$ cat src/rtl/loader_pkg.sv
`default_nettype none
// +------------------------------------------------------------------+
// | loader_pkg: shared types and constants for the imem loader       |
// | Rev 1.0                                                          |
// +------------------------------------------------------------------+
package loader_pkg;

  localparam int BYTES_PER_WORD = 4;

  typedef enum logic [2:0] {
    S_LEN   = 3'd0,
    S_DATA  = 3'd1,
    S_WRITE = 3'd2,
    S_RUN   = 3'd3,
    S_ERR   = 3'd4
  } loader_state_t;

endpackage
`default_nettype wire

$ cat src/rtl/word_assembler.sv
`default_nettype none
// +------------------------------------------------------------------+
// | word_assembler: little-endian byte-to-word shift-in register     |
// | Rev 1.0                                                          |
// +------------------------------------------------------------------+
module word_assembler
  import loader_pkg::*;
(
  input  logic        clk,
  input  logic        reset,
  input  logic        load,
  input  logic [7:0]  byte_in,
  output logic [31:0] word,
  output logic        full
);

  // Only the first three bytes are stored; the fourth is taken straight from
  // byte_in so the owner can act on the complete word on the same edge.
  logic [23:0] r_low;
  logic [1:0]  r_cnt;

  always_ff @(posedge clk) begin
    if (reset) begin
      r_low <= '0;
      r_cnt <= '0;
    end else if (load) begin
      r_low <= {byte_in, r_low[23:8]};
      r_cnt <= r_cnt + 2'd1;
    end
  end

  assign word = {byte_in, r_low};
  // High while the next loaded byte completes the word.
  assign full = (r_cnt == 2'(BYTES_PER_WORD - 1));

endmodule
`default_nettype wire

$ cat src/rtl/imem_loader.sv
`default_nettype none
// +------------------------------------------------------------------+
// | imem_loader: boot-time byte-stream loader into instruction memory|
// | Rev 1.0                                                          |
// +------------------------------------------------------------------+
module imem_loader
  import loader_pkg::*;
#(
  parameter int ADDR_W = 6
) (
  input  logic        clk,
  input  logic        reset,
  input  logic [7:0]  rx_data,
  input  logic        rx_valid,
  output logic        rx_ready,
  output logic        imem_we,
  output logic [31:0] imem_addr,
  output logic [31:0] imem_wd,
  output logic        cpu_reset,
  output logic        done,
  output logic        error
);

  localparam logic [32:0] C_CAPACITY = 33'(1) << ADDR_W;

  loader_state_t     r_state;
  logic [ADDR_W:0]   r_word_idx;
  logic [31:0]       r_n;

  logic              w_accept;
  logic              w_last_byte;
  logic [31:0]       w_word;
  logic [ADDR_W:0]   w_idx_inc;

  assign w_accept  = rx_valid & rx_ready;
  assign w_idx_inc = r_word_idx + 1'b1;

  word_assembler u_asm (
    .clk     (clk),
    .reset   (reset),
    .load    (w_accept),
    .byte_in (rx_data),
    .word    (w_word),
    .full    (w_last_byte)
  );

  // Outputs are registered alongside the state so they always match it.
  always_ff @(posedge clk) begin
    if (reset) begin
      r_state    <= S_LEN;
      r_word_idx <= '0;
      r_n        <= '0;
      rx_ready   <= 1'b1;
      imem_we    <= 1'b0;
      imem_addr  <= '0;
      imem_wd    <= '0;
      cpu_reset  <= 1'b1;
      done       <= 1'b0;
      error      <= 1'b0;
    end else begin
      imem_we <= 1'b0;
      case (r_state)
        S_LEN: begin
          if (w_accept && w_last_byte) begin
            r_n <= w_word;
            if (w_word == '0) begin
              r_state   <= S_RUN;
              rx_ready  <= 1'b0;
              cpu_reset <= 1'b0;
              done      <= 1'b1;
            end else if ({1'b0, w_word} > C_CAPACITY) begin
              r_state  <= S_ERR;
              rx_ready <= 1'b0;
              error    <= 1'b1;
            end else begin
              r_state <= S_DATA;
            end
          end
        end
        S_DATA: begin
          if (w_accept && w_last_byte) begin
            r_state   <= S_WRITE;
            rx_ready  <= 1'b0;
            imem_we   <= 1'b1;
            imem_addr <= 32'(r_word_idx) << 2;
            imem_wd   <= w_word;
          end
        end
        S_WRITE: begin
          r_word_idx <= w_idx_inc;
          if (32'(w_idx_inc) == r_n) begin
            r_state   <= S_RUN;
            cpu_reset <= 1'b0;
            done      <= 1'b1;
          end else begin
            r_state  <= S_DATA;
            rx_ready <= 1'b1;
          end
        end
        S_RUN, S_ERR: begin
          r_state <= r_state;
        end
        default: begin
          r_state  <= S_ERR;
          rx_ready <= 1'b0;
          error    <= 1'b1;
        end
      endcase
    end
  end

endmodule
`default_nettype wire

$ cat config.mk
export PLATFORM = sky130hd
export DESIGN_NAME = imem_loader
export DESIGN_NICKNAME = d
export VERILOG_FILES = /design/src/rtl/loader_pkg.sv /design/src/rtl/word_assembler.sv /design/src/rtl/imem_loader.sv
export SDC_FILE = /design/constraint.sdc
export NUM_CORES = 1
export LEC_CHECK = 0
export BUFFER_PORTS_ARGS = -buffer_cell sky130_fd_sc_hd__clkbuf_2
export CELL_PAD_IN_SITES_DETAIL_PLACEMENT = 1
export CELL_PAD_IN_SITES_GLOBAL_PLACEMENT = 1
export CORE_MARGIN = 3
export CORE_UTILIZATION = 35
export DETAILED_ROUTE_END_ITERATION = 8
export PLACE_DENSITY = 0.67
export SYNTH_ARGS = -nofsm -noshare
export SYNTH_HDL_FRONTEND = slang
export SYNTH_SLANG_ARGS = --single-unit
$ cat constraint.sdc
create_clock -name clk -period 2.21 [get_ports clk]
set_input_delay 0.3315 -clock clk [delete_from_list [all_inputs] [get_ports clk]]
set_output_delay 0.3315 -clock clk [all_outputs]
set_load 0.05 [all_outputs]
# After elaboration in Yosys (flattened, before gate mapping)
# Cells that the tools add are included.
# totals
elab_cells,71
output_inout_bits,69
register_bits,112
# classes
n_lt_le_gt_ge,1
n_mux,25
bitwise,4
reduce_logical,13
add_sub_neg,2
n_eq_ne,14
# op_table
operator,n
$eq 7x32->1,1
$gt 32x7->1 const B,1
$logic_not 32->1,1
$mux 1,15
$ne 2x2->1 const B,7
$mux 3,4
$pmux 3 s4,1
$reduce_and 4->1,2
$add 7x1->7 const B,1
$eq 3x2->1 const B,2
$pmux 1 s2,3
$reduce_and 5->1,1
$pmux 1 s4,1
$reduce_and 2->1,2
$reduce_or 2->1,2
$reduce_or 4->1,1
$eq 3x1->1 const B,1
$eq 3x3->1 const B,1
$logic_not 3->1,1
$ne 3x3->1 const B,1
$not 1->1,3
$reduce_and 3->1,1
$add 2x1->2 const B,1
$eq 2x2->1 const B,1
4 further kinds,4

# Logic depth before layout (Yosys ltp)
# Gate-level depths: netlist of run 1.
# logic_depth
depth_word,5
mapped_depth,8
depth_no_buf,7

# Modules after synthesis
# Synthesis of run 1 repeated with hierarchy kept, for this count alone.
# unflattened
hier_cells,547
area_unflattened_um2,4620.7
# by_module_without_submodules
module,cells_per_inst,instances,area_each_um2
imem_loader,454,1,3603.5
word_assembler,93,1,1017.2

# Worst setup path after synthesis of run 1
# Ideal clock, no wire load.
# synth_path
path_type,register -> register
startpoint,register rx_ready
endpoint,register cpu_reset
setup_slack_ns,0.280
synth_period_minus_slack_ns,1.930
n_path_buf,1
required_ns,2.096
arrival_ns,1.816
path_stages_with_launch,8
setup_ns,0.114
cell_sequence,dfxtp_1 -> and4b_1 -> and2_1 -> nor2b_1 -> buf_2 -> nand3_1 -> and2_1 -> a21o_1
# synth_via
elab_chain_cells,4
# synth_rtl
item,line_no,source
start: declaration,imem_loader.sv:15,"output logic rx_ready,"
start signal: assignment,imem_loader.sv:53,rx_ready <= 1'b1;
start signal: assignment,imem_loader.sv:68,rx_ready <= 1'b0;
start signal: assignment,imem_loader.sv:73,rx_ready <= 1'b0;
$and 1x1->1,imem_loader.sv:35,assign w_accept = rx_valid & rx_ready;
$logic_and 1x1->1,imem_loader.sv:64,if (w_accept && w_last_byte) begin
$ne 2x2->1 (no source line),n/a,
$reduce_and 4->1 (no source line),n/a,
end signal: assignment,imem_loader.sv:57,cpu_reset <= 1'b1;
end signal: assignment,imem_loader.sv:69,cpu_reset <= 1'b0;
end signal: assignment,imem_loader.sv:93,cpu_reset <= 1'b0;
end: declaration,imem_loader.sv:19,"output logic cpu_reset,"
# Every way passes these cells.
# A chain may end at the register's enable or synchronous reset.

# Worst setup path after layout of run 1
# layout_path
startpoint,register r_n[23]
endpoint,register r_state[1]
# layout_via
elab_chain_cells,3
# layout_rtl
item,line_no,source
start: declaration,imem_loader.sv:28,logic [31:0] r_n;
start signal: assignment,imem_loader.sv:65,r_n <= w_word;
$eq 7x32->1,imem_loader.sv:91,if (32'(w_idx_inc) == r_n) begin
$mux 2,imem_loader.sv:91,
$pmux 3 s4,imem_loader.sv:62,case (r_state)
end signal: assignment,imem_loader.sv:101,r_state <= r_state;
end: declaration,imem_loader.sv:26,loader_state_t r_state;
# Every way passes these cells.

==> impl_metrics.env, run 1 <==
export IMPL_first_pass_iters=4
export IMPL_drive_above_1_share_pct=14.2
export IMPL_power_density_nw_per_um2=757
export IMPL_ant_nets=0
export IMPL_reg2reg_depth=5
export IMPL_tritoncts="done"
export IMPL_postCtsSetupRepairBufs=0
export IMPL_maxSlewHeadroom_pct=51.4
export IMPL_h_tree_depth=3
export IMPL_drt_initial_drc_count=206
export IMPL_hold_path_depth=3
export IMPL_crit_required_ps=2460
export IMPL_max_cap_violations=0
export IMPL_ys_flop_type="dfxtp_1"
export IMPL_routed_wl_met3_um=369
export IMPL_hold_viol=0
export IMPL_grt_pass1_wl_mm=19.1
export IMPL_grt_usage_pct=16.8
export IMPL_design_area_sq_um=5090
export IMPL_hold_path_class="in -> reg"
export IMPL_multi_input_area_sq_um=1970
export IMPL_grt_max_degree=66
export IMPL_cts_buffers=9
export IMPL_p_leak_nw=1.85
export IMPL_seq_area_sq_um=2240
export IMPL_period_needed_ps=1970
export IMPL_area_growth_pct=13.8
export IMPL_holdBufCountCts=0
export IMPL_initial_core_util_pct=36.5
export IMPL_clk_latency_ps=350
export IMPL_min_period_over_period_pct=89.1
export IMPL_routed_top_layer="met4"
export IMPL_core_area_sq_um=12300
export IMPL_cts_root_buf="clkbuf_16"
export IMPL_synth_area_top_cells="dfxtp_1 50%, nand2_1 17%, a21oi_1 11%"
export IMPL_path_class="reg -> reg"
export IMPL_die_area_sq_um=14200
export IMPL_vias=3789
export IMPL_die_y_um=119
export IMPL_place_gp_congestion=0.736
export IMPL_drc_errors=0
export IMPL_async_flop_share_pct=0
export IMPL_synth_top_area_share_pct=50.1
export IMPL_wire_per_inst_um=15.0
export IMPL_grt_overflow_total=0
export IMPL_io_pins=80
export IMPL_die_x_um=119
export IMPL_arrival_ps=2220
export IMPL_finalMaxSlewViolations=0
export IMPL_fin_nets=619
export IMPL_cts_sinks=112
export IMPL_critPathLaunchType="register"
export IMPL_fillers=1529
export IMPL_syn_area_per_cell_sq_um=7.90
export IMPL_synth_cell_area_sq_um=4470
export IMPL_clk_pin_slew_ps=70
export IMPL_place_area_sq_um=4810
export IMPL_viasPerCell=4.86
export IMPL_numPortBuffers=54
export IMPL_fmax_ghz=0.508
export IMPL_rsz0062_at_grt="no"
export IMPL_ys_warnings_count=0
export IMPL_vdd_ir_drop_max_uv=471
export IMPL_setup_viol=0
export IMPL_clock_skew_ps=5.11
export IMPL_ctsResizeCount=0
export IMPL_dpl_hpwl_mm=8.17
export IMPL_cp_end_kind="register"
export IMPL_wl_met1_mm=5.43
export IMPL_ys_ff_latch=112
export IMPL_synth_most_common_cell="nand2_1"
export IMPL_yosysTopAreaCell="dfxtp_1"
export IMPL_cp_max_fo=4
export IMPL_status="completed"
export IMPL_routed_wl_met2_mm=5.66
export IMPL_rows=40
export IMPL_syn_inst=566
export IMPL_antenna_found_initial=0
export IMPL_antenna_cells=0
export IMPL_synth_edf_count=0
export IMPL_setup_tns_ps=0
export IMPL_yosysUniqueCellTypes=41
export IMPL_drt_total_wl_mm=11.7
export IMPL_worstMarginPinSlew_ps=729
export IMPL_cts_path_max_buffers=2
export IMPL_ys_seq_area_share_pct=50.1
export IMPL_synth_common_cells="203 x nand2_1, 112 x dfxtp_1, 101 x a21oi_1, 25 x buf_4, 21 x clkbuf_1"
export IMPL_grt_pass1_vias=3826
## layout make-up
| class | count | area share [%] |
|---|---|---|
| clock buffers | 13 | 5.31 |
| inverters | 4 | 0.295 |
| clock inverters | 3 | 0.295 |
| repair buffers | 65 | 7.23 |
| multi-input cells | 414 | 38.7 |
| flip-flops and latches | 112 | 44.0 |
| well taps | 168 | 4.13 |
## worst paths after layout
path	start	endpoint	slack [ps]
setup / recovery	r_n[23]	r_state[1]	240
hold reg to reg	done	done	450
setup reg to reg	r_n[23]	r_state[1]	240
hold / removal	rx_data[2]	imem_wd[26]	250
## worst max-delay path, stage by stage, from the launching register on
cell and delay (ps):
dfxtp_1 310, nor4_1 400, nand4_1 220, nor4_2 340, o2111ai_2 200, a2111oi_2 390
## routing by layer
| layer | up-vias | global-route usage (%) |
|---|---|---|
| li1 | 1890 | - |
| met1 | 1826 | 20.7 |
| met2 | 54 | 28.1 |
| met3 | 19 | 3.89 |
| met4 | 0 | 7.02 |
| met5 | - | 0 |
## sequential cells by signal, summed over array words and instances (netlist names)
signal / cells
imem_wd: 32
r_n: 32
u_asm.r_low: 24
imem_addr: 7
r_word_idx: 7
r_state: 3
u_asm.r_cnt: 2
cpu_reset: 1
done: 1
error: 1
imem_we: 1
rx_ready: 1
## kinds of logic (layout without fill, tap and decap cells)
logic type | Yosys count | in the layout | share of synthesized area [%]
AND/OR/NAND/NOR | 252 | 252 | 23.8
AO/OA/AOI/OAI | 119 | 119 | 14.5
flip-flops | 112 | 112 | 50.1
buffers and inverters | 64 | 85 | 7.86
XOR/XNOR | 16 | 16 | 3.13
adder cells (fa/ha/maj) | 2 | 2 | 0.560
other | 1 | 25 | 0.0839
## power breakdown
| group | switching (mW) | internal [mW] | leakage [nW] |
|---|---|---|---|
| sequential | 0.0307 | 2.04 | 0.904 |
| clock | 0.698 | 0.852 | 0.145 |
| combinational | 0.191 | 0.0412 | 0.797 |
## through the flow
| step | total power [mW] | std cells | hold WS (ps) | util (%) | setup WS [ps] |
|---|---|---|---|---|---|
| 5_1_grt | 4.01 | 779 | 258 | 41.5 | 36.3 |
| 4_1_cts | 3.91 | 779 | 239 | 41.5 | 225 |
| 6_report | 3.85 | 779 | 255 | 41.5 | 242 |
| 3_5_place_dp | 2.35 | 763 | 450 | 39.2 | 195 |
| 2_1_floorplan | 2.32 | 590 | 407 | - | 280 |
| 3_3_place_gp | 2.35 | 763 | 441 | 39.2 | 312 |
## layout by cell type, fill, tap and decap left out, drive strengths merged, types with 4 or more instances in the layout
cell / netlist / final
nor3: 4 / 4
clkbuf: 21 / 66
dfxtp: 112 / 112
a21oi: 101 / 101
inv: 4 / 4
conb: 1 / 25
nand3: 4 / 4
nor2: 11 / 11
o21ai: 6 / 6
xnor2: 11 / 11
buf: 39 / 12
xor2: 5 / 5
nand2: 203 / 203
nor4: 11 / 11
Power figures use the tool's default switching activity.
==> run 2: changes to the inputs <==
BUFFER_PORTS_ARGS = unset   (was -buffer_cell sky130_fd_sc_hd__clkbuf_2)
DONT_BUFFER_PORTS = 1   (was unset)
PLACE_DENSITY = 0.59   (was 0.67)
==> impl_metrics.env, run 2 (synthesis results as in run 1) <==
export IMPL_status="completed"
export IMPL_path_class="reg -> reg"
export IMPL_finalPower_mw=4.02
export IMPL_wire_per_inst_um=16.8
export IMPL_max_cap_violations=0
export IMPL_clock_skew_ps=10.1
export IMPL_arrival_ps=2250
export IMPL_io_pins=80
export IMPL_worstMarginPinSlew_ps=534
export IMPL_finalMaxSlewViolations=0
export IMPL_drc_errors=0
export IMPL_hold_viol=0
export IMPL_postCtsSetupRepairBufs=0
export IMPL_dpl_hpwl_mm=8.22
export IMPL_reg2reg_setup_slack_ps=210
export IMPL_min_delay_start="reset"
export IMPL_grt_usage_pct=17.7
export IMPL_seq_area_sq_um=2240
export IMPL_layout_common_cells="203 x nand2_1, 112 x dfxtp_1, 101 x a21oi_1"
export IMPL_cts_root_buf="clkbuf_16"
export IMPL_reg2reg_depth=6
export IMPL_hold_end="done"
export IMPL_setup_viol=0
export IMPL_multi_input_area_sq_um=1970
export IMPL_viasPerCell=4.96
export IMPL_fillers=1533
export IMPL_fin_nets=566
export IMPL_hold_path_class="in -> reg"
export IMPL_crit_required_ps=2460
export IMPL_drt_initial_drc_count=210
export IMPL_initial_core_util_pct=36.5
export IMPL_die_y_um=119
export IMPL_place_area_sq_um=4530
export IMPL_clk_latency_ps=360
export IMPL_tritoncts="done"
export IMPL_hold_path_depth=1
export IMPL_ant_nets=0
export IMPL_drive_above_1_share_pct=6.09
export IMPL_core_area_sq_um=12300
export IMPL_antenna_cells=0
export IMPL_vias=3601
export IMPL_min_period_over_period_pct=90.3
export IMPL_setup_tns_ps=0
export IMPL_fin_ws_ps=214
export IMPL_place_gp_congestion=0.748
export IMPL_cts_sinks=112
export IMPL_ctsResizeCount=0
export IMPL_period_needed_ps=2000
export IMPL_cp_end_kind="register"
export IMPL_rows=40
export IMPL_vdd_ir_drop_max_uv=447
export IMPL_drt_total_wl_mm=12.2
export IMPL_die_area_sq_um=14200
export IMPL_r2r_end="r_state[1]"
export IMPL_p_leak_nw=1.61
export IMPL_cts_path_max_buffers=2
export IMPL_area_growth_pct=8.48
export IMPL_grt_pass1_vias=3612
export IMPL_critPathLaunchType="register"
export IMPL_power_density_nw_per_um2=828
export IMPL_first_pass_iters=4
export IMPL_antenna_found_initial=0
export IMPL_grt_max_degree=113
export IMPL_clk_pin_slew_ps=70
export IMPL_cts_buffers=9
export IMPL_numPortBuffers=0
export IMPL_whs_ps=35.9
export IMPL_fmax_ghz=0.501
export IMPL_cp_max_fo=6
export IMPL_worstReg2RegStart="r_word_idx[1]"
export IMPL_die_x_um=119
export IMPL_holdBufCountCts=0
export IMPL_grt_overflow_total=0
export IMPL_reg_top3="imem_wd: 32 flops, r_n: 32 flops, u_asm.r_low: 24 flops"
export IMPL_dp_slack_ps=263
export IMPL_grt_pass1_wl_mm=19.8
export IMPL_h_tree_depth=3
export IMPL_design_area_sq_um=4850
export IMPL_rsz0062_at_grt="no"
export IMPL_final_common_cell="nand2_1"
export IMPL_maxSlewHeadroom_pct=64.4
run 2: routing by layer:
layer  vias to the layer above  global-route usage, %  part of all wire (%)
met1                      1746                   22.8                    46
li1                       1790                      -                     -
met5                         -                      0                     0
met3                         9                   5.18                   4.8
met2                        56                   28.8                    48
met4                         0                   5.21                   1.2
run 2: worst max-delay path, cell delays in order (launching register included):
cell       delay (ps)
dfxtp_1           410
ha_1              230
and3_1            240
nand3_1           150
xnor2_1           250
o2111ai_2         200
a2111oi_2         400
run 2: worst max path at each step:
| stage | startpoint | to | cells after the start |
|---|---|---|---|
| after global placement | r_word_idx[1] | rx_ready | 6 |
| after detailed placement | r_word_idx[1] | cpu_reset | 7 |
| after CTS | r_word_idx[1] | r_state[1] | 6 |
| after floorplan | rx_ready | cpu_reset | 7 |
| after global routing | r_word_idx[1] | r_state[1] | 6 |
| final | r_word_idx[1] | r_state[1] | 6 |
run 2: cell type report:
cell class                 count  area share (%)
sequential                   112            46.2
multi-input combinational    414            40.6
clock buffer                  11            5.00
tap                          168            4.33
timing repair buffer          12            1.86
clock inverter                 5            1.65
inverter                       4           0.310
run 2: power by group:
group	switching (mW)	total, mW	internal, mW
Clock	0.746	1.77	1.02
Sequential	0.0307	2.07	2.04
Combinational	0.147	0.178	0.0310
Total	0.924	4.02	3.09
run 2: through the flow:
stage / std cells / utilization, %
floorplan: 590 / -
global placement: 710 / 36.9
detailed placement: 710 / 36.9
CTS: 726 / 39.6
global route: 726 / 39.6
finish: 726 / 39.6
